## src/rtl/uart_receive_cfg.sv

```systemverilog
// Configurable UART receiver: 5..9 data bits, none/odd/even parity, 1 or 2 stop bits.
// Each bit is decided by a 3-sample majority vote around mid-bit; flags accompany every byte.
module uart_receive_cfg #(
    parameter int INPUT_CLOCK_FREQ = 100_000_000,
    parameter int BAUD_RATE        = 9600,
    parameter int DATA_BITS        = 8,
    parameter int PARITY           = 0,
    parameter int STOP_BITS        = 1,
    parameter int SYNC_STAGES      = 2
) (
    input  logic                 clk,
    input  logic                 rst,
    input  logic                 din,
    output logic                 dout_valid,
    output logic [DATA_BITS-1:0] dout,
    output logic                 parity_err,
    output logic                 frame_err,
    output logic                 break_det,
    output logic                 busy
);

    localparam int CPB  = INPUT_CLOCK_FREQ / BAUD_RATE;
    localparam int HALF = CPB / 2;
    localparam int CW   = $clog2(CPB);

    if (CPB < 4) begin : g_chk_cpb
        $error("uart_receive_cfg: clocks per bit must be at least 4");
    end
    if (DATA_BITS < 5 || DATA_BITS > 9) begin : g_chk_data
        $error("uart_receive_cfg: DATA_BITS must be 5..9");
    end
    if (PARITY < 0 || PARITY > 2) begin : g_chk_par
        $error("uart_receive_cfg: PARITY must be 0, 1 or 2");
    end
    if (STOP_BITS != 1 && STOP_BITS != 2) begin : g_chk_stop
        $error("uart_receive_cfg: STOP_BITS must be 1 or 2");
    end
    if (SYNC_STAGES < 2) begin : g_chk_sync
        $error("uart_receive_cfg: SYNC_STAGES must be at least 2");
    end

    typedef enum logic [2:0] {
        S_IDLE      = 3'd0,
        S_START     = 3'd1,
        S_DATA      = 3'd2,
        S_PARITY    = 3'd3,
        S_STOP      = 3'd4,
        S_DONE      = 3'd5,
        S_WAIT_HIGH = 3'd6
    } state_t;

    function automatic logic majority3(input logic a, input logic b, input logic c);
        return (a & b) | (a & c) | (b & c);
    endfunction

    function automatic logic parity_bad(input logic [DATA_BITS-1:0] data, input logic p);
        logic x;
        x = (^data) ^ p;
        if (PARITY == 1) begin
            return ~x;
        end else if (PARITY == 2) begin
            return x;
        end else begin
            return 1'b0;
        end
    endfunction

    state_t                 state_q, state_d;
    logic [SYNC_STAGES-1:0] sync_q, sync_d;
    logic [CW-1:0]          cnt_q, cnt_d;
    logic [3:0]             bit_q, bit_d;
    logic [DATA_BITS-1:0]   data_q, data_d;
    logic                   par_q, par_d;
    logic                   ferr_q, ferr_d;
    logic                   v0_q, v0_d, v1_q, v1_d;
    logic                   valid_q, valid_d;
    logic [DATA_BITS-1:0]   dout_q, dout_d;
    logic                   perr_q, perr_d;
    logic                   fe_q, fe_d;
    logic                   brk_q, brk_d;
    logic                   busy_q, busy_d;

    logic s_s, voted_s, at_m1_s, at_mid_s, at_vote_s, at_end_s, done_entry_s;

    assign s_s       = sync_q[SYNC_STAGES-1];
    assign at_m1_s   = (cnt_q == CW'(HALF - 1));
    assign at_mid_s  = (cnt_q == CW'(HALF));
    assign at_vote_s = (cnt_q == CW'(HALF + 1));
    assign at_end_s  = (cnt_q == CW'(CPB - 1));
    assign voted_s   = majority3(v0_q, v1_q, s_s);

    // State, datapath and output registers; reset parks the line synchroniser at idle-high
    always_ff @(posedge clk or negedge rst) begin
        if (!rst) begin
            state_q <= S_IDLE;
            sync_q  <= {SYNC_STAGES{1'b1}};
            cnt_q   <= {CW{1'b0}};
            bit_q   <= 4'd0;
            data_q  <= {DATA_BITS{1'b0}};
            par_q   <= 1'b0;
            ferr_q  <= 1'b0;
            v0_q    <= 1'b1;
            v1_q    <= 1'b1;
            valid_q <= 1'b0;
            dout_q  <= {DATA_BITS{1'b0}};
            perr_q  <= 1'b0;
            fe_q    <= 1'b0;
            brk_q   <= 1'b0;
            busy_q  <= 1'b0;
        end else begin
            state_q <= state_d;
            sync_q  <= sync_d;
            cnt_q   <= cnt_d;
            bit_q   <= bit_d;
            data_q  <= data_d;
            par_q   <= par_d;
            ferr_q  <= ferr_d;
            v0_q    <= v0_d;
            v1_q    <= v1_d;
            valid_q <= valid_d;
            dout_q  <= dout_d;
            perr_q  <= perr_d;
            fe_q    <= fe_d;
            brk_q   <= brk_d;
            busy_q  <= busy_d;
        end
    end

    // Next-state and datapath logic
    always_comb begin
        state_d = state_q;
        sync_d  = {sync_q[SYNC_STAGES-2:0], din};
        cnt_d   = cnt_q + CW'(1);
        bit_d   = bit_q;
        data_d  = data_q;
        par_d   = par_q;
        ferr_d  = ferr_q;
        v0_d    = at_m1_s  ? s_s : v0_q;
        v1_d    = at_mid_s ? s_s : v1_q;
        case (state_q)
            S_IDLE: begin
                cnt_d = {CW{1'b0}};
                if (!s_s) begin
                    state_d = S_START;
                    ferr_d  = 1'b0;
                    par_d   = 1'b0;
                end else begin
                    state_d = S_IDLE;
                end
            end
            S_START: begin
                if (at_vote_s && voted_s) begin
                    state_d = S_IDLE;
                end else if (at_end_s) begin
                    state_d = S_DATA;
                    cnt_d   = {CW{1'b0}};
                    bit_d   = 4'd0;
                end else begin
                    state_d = S_START;
                end
            end
            S_DATA: begin
                if (at_vote_s) begin
                    data_d = {voted_s, data_q[DATA_BITS-1:1]};
                end else begin
                    data_d = data_q;
                end
                if (at_end_s) begin
                    cnt_d = {CW{1'b0}};
                    if (bit_q == 4'(DATA_BITS - 1)) begin
                        bit_d   = 4'd0;
                        state_d = (PARITY != 0) ? S_PARITY : S_STOP;
                    end else begin
                        bit_d = bit_q + 4'd1;
                    end
                end else begin
                    state_d = S_DATA;
                end
            end
            S_PARITY: begin
                if (at_vote_s) begin
                    par_d = voted_s;
                end else begin
                    par_d = par_q;
                end
                if (at_end_s) begin
                    state_d = S_STOP;
                    cnt_d   = {CW{1'b0}};
                    bit_d   = 4'd0;
                end else begin
                    state_d = S_PARITY;
                end
            end
            S_STOP: begin
                if (at_vote_s) begin
                    ferr_d = ferr_q | ~voted_s;
                end else begin
                    ferr_d = ferr_q;
                end
                // The last stop bit completes at its vote so back-to-back start edges are never missed
                if (at_vote_s && (bit_q == 4'(STOP_BITS - 1))) begin
                    state_d = S_DONE;
                end else if (at_end_s) begin
                    cnt_d = {CW{1'b0}};
                    bit_d = bit_q + 4'd1;
                end else begin
                    state_d = S_STOP;
                end
            end
            S_DONE: begin
                cnt_d   = {CW{1'b0}};
                state_d = s_s ? S_IDLE : S_WAIT_HIGH;
            end
            S_WAIT_HIGH: begin
                cnt_d = {CW{1'b0}};
                if (s_s) begin
                    state_d = S_IDLE;
                end else begin
                    state_d = S_WAIT_HIGH;
                end
            end
            default: begin
                state_d = S_IDLE;
                cnt_d   = {CW{1'b0}};
            end
        endcase
    end

    // Output register inputs: byte and flags are loaded on the edge that enters DONE
    always_comb begin
        done_entry_s = (state_q == S_STOP) && (state_d == S_DONE);
        valid_d      = done_entry_s;
        busy_d       = (state_d != S_IDLE);
        if (done_entry_s) begin
            dout_d = data_q;
            perr_d = parity_bad(data_q, par_q);
            fe_d   = ferr_d;
            brk_d  = ferr_d && (data_q == {DATA_BITS{1'b0}}) && !par_q;
        end else begin
            dout_d = dout_q;
            perr_d = 1'b0;
            fe_d   = 1'b0;
            brk_d  = 1'b0;
        end
    end

    assign dout_valid = valid_q;
    assign dout       = dout_q;
    assign parity_err = perr_q;
    assign frame_err  = fe_q;
    assign break_det  = brk_q;
    assign busy       = busy_q;

endmodule

```

## config.mk

```make
export PLATFORM = sky130hd
export DESIGN_NAME = uart_receive_cfg
export DESIGN_NICKNAME = d
export VERILOG_FILES = /design/src/rtl/uart_receive_cfg.sv
export SDC_FILE = /design/constraint.sdc
export NUM_CORES = 1
export LEC_CHECK = 0
export CAP_MARGIN = 40
export CORE_ASPECT_RATIO = 1.5
export CORE_MARGIN = 3
export CORE_UTILIZATION = 27
export DETAILED_ROUTE_END_ITERATION = 7
export HOLD_SLACK_MARGIN = 0.08
export PLACE_DENSITY = 0.43
export SLEW_MARGIN = 20
export SYNTH_ARGS = -nofsm -noshare
export SYNTH_HDL_FRONTEND = slang
export SYNTH_SLANG_ARGS = --single-unit
```

## constraint.sdc

```tcl
create_clock -name clk -period 3.03 [get_ports clk]
set_clock_uncertainty 0.15 [all_clocks]
set_input_delay 0.4545 -clock clk [delete_from_list [all_inputs] [get_ports clk]]
set_output_delay 0.4545 -clock clk [all_outputs]
set_load 0.05 [all_outputs]
```

# After elaboration in Yosys (flattened, before gate mapping)
# Cells that the tools add are included.
# totals
register_bits	47
wordCells	87
# classes
add_sub_neg	2
n_eq_ne	18
muxes	29
n_bitwise	7
n_reduce_logical	17
# ops
op	n
$eq 14x13->1 const B	3
$mux 14	3
$pmux 14 s3	1
$mux 4	6
$mux 3	6
$pmux 3 s6	1
$pmux 4 s4	1
$add 14x1->14 const B	1
$eq 14x14->1 const B	1
$eq 3x3->1 const B	4
$ne 2x2->1 const B	6
$logic_not 8->1	1
$mux 1	7
$eq 3x2->1 const B	2
$logic_and 1x1->1	5
$reduce_and 5->1	1
$add 4x1->4 const B	1
$eq 4x3->1 const B	1
$logic_not 4->1	1
$mux 2	2
$pmux 1 s2	2
$reduce_bool 4->1	1
$reduce_or 2->1	2
$and 1x1->1	3
9 further kinds	11

# Longest topological paths before layout
# Gate-level depths: netlist (run 1).
# depth
word_depth	10
ltp_mapped	7
mapped_depth_nobuf	6

# Worst setup path after synthesis (run 1)
# OpenSTA, ideal clock, no wires.
# synth_timing
kind	flip-flop to flip-flop
from	register cnt_q[9]
to	register data_q[0]
setup_ns	0.125
arrival_ns	2.238
required_time_ns	2.755
path_slack_ns	0.517
path_stages_with_launch	6
period_less_slack_ns	2.513
path_cell_list	dfrtp_1 > or4b_4 > or4_4 > or3_1 > buf_6 > mux2_4
# synth_between
elab_chain_len	2
# synth_rtl
element	line	source
start: declaration	70	logic [CW-1:0] cnt_q, cnt_d;
start signal: assignment	97	cnt_q <= {CW{1'b0}};
start signal: assignment	113	cnt_q <= cnt_d;
$eq 14x13->1	88	assign at_vote_s = (cnt_q == CW'(HALF + 1));
$reduce_and 2->1 (no line)	n/a	
end signal: assignment	99	data_q <= {DATA_BITS{1'b0}};
end signal: assignment	115	data_q <= data_d;
end: declaration	72	logic [DATA_BITS-1:0] data_q, data_d;
# Every way passes these cells.
# A chain may end at the register's enable or synchronous reset.

# Final worst setup path (run 1)
# layout_timing
from	register cnt_q[9]
to	register data_q[7]
# Same word-level chain as after synthesis.

==> results.py, run 1 <==
metrics = {
    "outcome": {
        "status": "complete, no violations",
    },
    "route": {
        "vias_per_cell": 4.67,
        "firstDrtPassIters": 4,
        "wire_per_inst_um": 14.3,
        "vias": 1568,
        "dr.first_iter.drc_count": 40,
        "wl_um": 4790,
        "ant_nets": 0,
        "drc": 0,
    },
    "worst_hold_path": {
        "min_path_type": "reg -> reg",
    },
    "critical_path": {
        "worstPathCellList": "or4b_4 > or4_4 > or3_1 > mux2_4",
        "critPathKind": "reg -> reg",
        "worstSetupEndpointType": "flip-flop",
        "startpoint_type": "flip-flop",
        "cp_slowest_cell": "or3_1",
        "slowest_delay_ns": 0.58,
        "path_max_fanout": 8,
        "arrival_ns": 2.75,
        "critPathRequiredTime_ns": 3.05,
    },
    "clocking": {
        "cts_buffers": 5,
        "cts_root_buf": "clkbuf_16",
        "cts_resized": 0,
        "tritoncts": "built",
        "cts_num_sinks": 47,
        "clock_latency_ns": 0.28,
        "htree_levels": 2,
        "clockBufferDepth": 2,
        "clkTransAtPathRegs_ns": 0.07,
    },
    "power_and_ir_drop": {
        "power_frac_comb": 0.014,
        "switchingPower_w": 0.000242,
        "internal_power_w": 0.00104,
        "seqPwrFrac": 0.491,
        "powerDensity_mw_per_mm2": 471,
        "ir_drop_uv": 210,
        "p_leak_nw": 1.18,
        "sw_frac_of_total": 0.188,
        "p_clk_frac": 0.494,
    },
    "sta": {
        "tns_ns": 0,
        "worstMarginPinSlew_ns": 0.531,
        "setup_viol_count_final": 0,
        "period_share": 0.901,
        "max_freq_mhz": 366,
        "rsz0062_at_grt": "false",
        "drv_slew": 0,
        "post-route-min-period_ns": 2.73,
        "hold_ws_ns": 0.205,
        "hold_viol": 0,
        "slew_headroom": 0.646,
    },
    "floorplanning": {
        "coreArea_mm2": 0.00816,
        "dieArea_mm2": 0.00969,
        "pin_count": 16,
        "placementRows": 40,
        "die_h_um": 119,
        "initial_core_util": 0.282,
        "die_w_um": 81.4,
    },
    "grt": {
        "grt_pass1_vias": 1644,
        "grt_pass1_wl_um": 8150,
        "antenna_found_initial": 0,
        "grt_max_degree": 26,
        "grt_usage": 0.109,
        "grt-ovfl-total": 0,
    },
    "final_layout": {
        "final_nets": 238,
        "antenna_cells": 0,
        "drive_above_1_share": 0.186,
        "areaGrowthSynthToFinish_pct": 18.6,
        "fillers": 850,
        "final_util": 0.335,
    },
    "yosys": {
        "yosysWarningCount": 0,
        "synth_area_per_cell_um2": 10.8,
        "ys_async_sr_fraction": 1.00,
        "synth_xor_area_frac": 0.0457,
        "yosys.area_share.simple": 0.207,
        "syn-num-nets": 221,
        "synth_compound_area_frac": 0.0620,
        "synth_seq_cells": 47,
        "synth_top_family_by_area": "simple AND/OR/NAND/NOR gates",
        "synth_ff_type": "dfrtp_1",
        "netlist-cell-type-count": 47,
        "syn_area_mm2": 0.00230,
        "synth-edff-count": 0,
        "synth_cells": 213,
        "synthAdderAreaFrac": 0.0315,
        "synth.area.mux_share": 0.106,
        "yosysSeqAreaShare": 0.513,
    },
    "placement": {
        "gp_congestion": 0.771,
        "portBuffers": 14,
        "dp_hpwl_um": 3640,
    },
    "flow_run": {
        "cap_viol_max_count": 0,
    },
}
-- state kept, by name, summed over array words and instances, names as in the netlist --
name,count
par_q,1
state_q,3
sync_q,2
busy,1
bit_q,4
v1_q,1
dout,8
frame_err,1
dout_valid,1
data_q,8
ferr_q,1
v0_q,1
cnt_q,14
break_det,1
-- worst max-delay path: cells and delay by family (launching register included) --
kind             cells  cell delay [ns]
flip-flops           1             0.43
multiplexers         1             0.37
AND/OR/NAND/NOR      3             1.65
-- cell usage in the layout, fill, tap and decap left out, types with 2 or more instances in the layout --
cell type / count
or3_1: 3
o21ai_0: 11
nand3_1: 8
mux2_2: 11
a22o_1: 2
inv_1: 9
buf_4: 3
clkbuf_16: 5
a21oi_1: 4
ha_1: 5
xor2_1: 2
xnor2_1: 10
o2111ai_1: 2
nor2b_1: 3
mux2_4: 8
nor4_1: 7
and3_1: 2
nor3_1: 5
nor2_1: 24
dfstp_2: 4
clkdlybuf4s50_1: 13
nand2b_1: 3
dfrtp_1: 43
nand2_1: 17
-- per-layer routing --
metal | GRT usage | part of all wire | wire (µm) | up-vias
met4 | 0.0412 | 0.015 | 74 | 0
li1 | - | - | - | 773
met3 | 0.0204 | 0.021 | 100 | 6
met5 | 0 | 0 | 0 | -
met2 | 0.199 | 0.55 | 2630 | 18
met1 | 0.120 | 0.41 | 1980 | 771
-- power groups by stage --
stage | clock [W] | combinational (W) | sequential, W
floorplan | 0 | 0.00000409 | 0.000643
global placement | 0 | 0.0000192 | 0.000643
detailed placement | 0 | 0.0000191 | 0.000643
CTS | 0.000659 | 0.0000203 | 0.000631
global route | 0.000687 | 0.0000221 | 0.000631
finish | 0.000636 | 0.0000186 | 0.000631
-- cells in the mapped netlist (all sizes together), types with 2 or more instances --
cell / instances / area [µm²]
o21ai: 11 / 55.1
or4b: 2 / 23.8
nand2b: 3 / 18.8
buf: 4 / 28.8
nand2: 17 / 63.8
and4: 2 / 18.8
inv: 9 / 33.8
nor3: 5 / 25.0
nor2b: 3 / 18.8
dfstp: 4 / 105
ha: 5 / 62.6
nand3: 8 / 40.0
o2111ai: 2 / 17.5
a22o: 2 / 17.5
or3: 4 / 26.3
xnor2: 10 / 87.6
a21oi: 4 / 20.0
clkbuf: 4 / 15.0
dfrtp: 43 / 1080
nor4: 7 / 43.8
and3: 2 / 12.5
or4: 3 / 27.5
nor2: 24 / 90.1
mux2: 19 / 244
xor2: 2 / 17.5
-- area by class of cell --
class / instances / area, µm² / area share
Sequential cell: 47 / 1180 / 0.432
Multi-Input combinational cell: 149 / 1040 / 0.382
Timing Repair Buffer: 18 / 168 / 0.0614
Clock buffer: 6 / 139 / 0.0508
Tap cell: 105 / 131 / 0.0481
Clock inverter: 2 / 35.0 / 0.0128
Inverter: 9 / 33.8 / 0.0124
-- timing repair --
item                      4_1_cts  5_1_grt
hold endpoints to repair       18        0
buffers inserted                0        0
hold buffers                    1        0
-- stage by stage --
| stage | std cells | setup slack, ns | total power, W | cell area, µm² |
|---|---|---|---|---|
| detailed placement | 327 | 0.319 | 0.000662 | 2550 |
| global route | 336 | 0.235 | 0.00134 | 2730 |
| global placement | 327 | 0.344 | 0.000662 | 2550 |
| CTS | 336 | 0.304 | 0.00131 | 2730 |
| floorplan | 213 | 0.517 | 0.000647 | 2300 |
| finish | 336 | 0.301 | 0.00129 | 2730 |
-- cell families after synthesis --
group	after synthesis
other cells	1
buf+inv	17
mux	19
fa+ha+maj	6
xor+xnor	12
simple gates	88
compound gates	23
flops	47
-- final timing paths --
check	endpoint	startpoint	depth (start not counted)	slack, ns
worst max-delay path	data_q[7]	cnt_q[9]	4	0.30
worst min-delay path	sync_q[1]	sync_q[0]	0	0.21
worst max register to register	data_q[7]	cnt_q[9]	4	0.30
worst min register to register	sync_q[1]	sync_q[0]	0	0.21
max in group asynchronous	bit_q[3]	rst	3	1.47
min in group asynchronous	cnt_q[2]	rst	2	0.54
No activity file was read; power rests on OpenSTA's default activity.
==> run 2: changes to the inputs <==
--- a/config.mk
+++ b/config.mk
@@ -11,8 +11,8 @@
 export CORE_UTILIZATION = 27
 export DETAILED_ROUTE_END_ITERATION = 7
 export HOLD_SLACK_MARGIN = 0.08
+export MAX_ROUTING_LAYER = met4
 export PLACE_DENSITY = 0.43
-export SLEW_MARGIN = 20
 export SYNTH_ARGS = -nofsm -noshare
 export SYNTH_HDL_FRONTEND = slang
 export SYNTH_SLANG_ARGS = --single-unit
==> results.py, run 2 (synthesis gave the netlist of run 1 again) <==
metrics = {
    "route": {
        "vias": 1569,
        "drc": 0,
        "ant_nets": 0,
        "wl_um": 4790,
        "vias_per_cell": 4.67,
        "dr.first_iter.drc_count": 40,
        "firstDrtPassIters": 4,
        "wire_per_inst_um": 14.3,
    },
    "clocking": {
        "clock_latency_ns": 0.28,
        "clkTransAtPathRegs_ns": 0.07,
        "tritoncts": "built",
        "cts_resized": 0,
        "htree_levels": 2,
        "postCtsSetupRepairBufs": 0,
        "clockBufferDepth": 2,
        "cts_num_sinks": 47,
        "cts_buffers": 5,
        "hold_buffers": 1,
        "cts_root_buf": "clkbuf_16",
    },
    "grt": {
        "grt_usage": 0.112,
        "grt_max_degree": 26,
        "grt-ovfl-total": 0,
        "grt_pass1_vias": 1642,
        "antenna_found_initial": 0,
        "grt_pass1_wl_um": 8160,
    },
    "critical_path": {
        "path_delay_family": "simple AND/OR/NAND/NOR gates",
        "path_max_fanout": 8,
        "r2r_slack_ns": 0.30,
        "cp_slowest_cell": "or3_1",
        "cp_num_buf_inv": 0,
        "startpoint_type": "flip-flop",
        "slowest_delay_ns": 0.58,
        "arrival_ns": 2.75,
        "critPathKind": "reg -> reg",
        "worstPathCellList": "or4b_4 > or4_4 > or3_1 > mux2_4",
        "critPathRequiredTime_ns": 3.05,
        "worstSetupEndpointType": "flip-flop",
    },
    "sta": {
        "max_freq_mhz": 367,
        "rsz0062_at_grt": "false",
        "drv_slew": 0,
        "tns_ns": 0,
        "slew_headroom": 0.646,
        "period_share": 0.900,
        "setup_viol_count_final": 0,
        "worstMarginPinSlew_ns": 0.531,
        "fin_ws_ns": 0.302,
        "post-route-min-period_ns": 2.73,
        "hold_viol": 0,
    },
    "final_layout": {
        "areaGrowthSynthToFinish_pct": 18.6,
        "final_cell_mix": "dfrtp_1 (43), nor2_1 (24), nand2_1 (17)",
        "largest_reg_flops": 14,
        "stdcell_count": 336,
        "final_common_cell": "dfrtp_1",
        "final_nets": 238,
        "antenna_cells": 0,
        "drive_above_1_share": 0.186,
        "top_register": "cnt_q",
    },
    "power_and_ir_drop": {
        "p_leak_nw": 1.18,
        "ir_drop_uv": 210,
        "powerDensity_mw_per_mm2": 471,
        "power_frac_comb": 0.014,
        "sw_frac_of_total": 0.188,
        "internal_power_w": 0.00104,
        "switchingPower_w": 0.000242,
        "p_clk_frac": 0.494,
        "seqPwrFrac": 0.491,
    },
    "floorplanning": {
        "coreArea_mm2": 0.00816,
        "placementRows": 40,
        "initial_core_util": 0.282,
        "pin_count": 16,
        "dieArea_mm2": 0.00969,
        "die_h_um": 119,
        "die_w_um": 81.4,
    },
    "placement": {
        "place_inst": 327,
        "portBuffers": 14,
        "gp_congestion": 0.781,
        "place_ws_ns": 0.319,
        "dp_hpwl_um": 3640,
    },
    "outcome": {
        "status": "complete, no violations",
    },
    "worst_hold_path": {
        "min_path_type": "reg -> reg",
    },
    "flow_run": {
        "cap_viol_max_count": 0,
    },
}
run 2: area by class of cell:
cell class,instances,area (µm²)
clock inverter,2,35.0
fill,850,5430
timing repair buffer,18,168
multi-input combinational,149,1040
clock buffer,6,139
tap,105,131
inverter,9,33.8
sequential,47,1180
run 2: power groups by stage:
stage / clock (W) / combinational, W / sequential [W]
after detailed placement: 0 / 0.0000191 / 0.000643
after CTS: 0.000659 / 0.0000203 / 0.000631
final: 0.000635 / 0.0000186 / 0.000631
after global placement: 0 / 0.0000192 / 0.000643
after global routing: 0.000687 / 0.0000221 / 0.000631
after floorplan: 0 / 0.00000409 / 0.000643
run 2: worst paths after layout:
path	end	from	cells after the start
max	data_q[7]	cnt_q[9]	4
min	sync_q[1]	sync_q[0]	0
max reg2reg	data_q[7]	cnt_q[9]	4
min reg2reg	sync_q[1]	sync_q[0]	0
max in group asynchronous	bit_q[3]	rst	3
min in group asynchronous	cnt_q[2]	rst	2
run 2: per-stage QoR:
stage	utilization	power, W	hold slack [ns]	area, µm²
final	0.335	0.00129	0.205	2730
after detailed placement	0.312	0.000662	0.200	2550
after global placement	0.312	0.000662	0.198	2550
after CTS	0.335	0.00131	0.206	2730
after floorplan	-	0.000647	0.00891	2300
after global routing	0.335	0.00134	0.207	2730
run 2: routing by layer:
layer  GRT usage  share of wire
met2       0.199           0.55
met4      0.0412          0.015
met5           -              0
met3      0.0204          0.021
met1       0.120           0.41
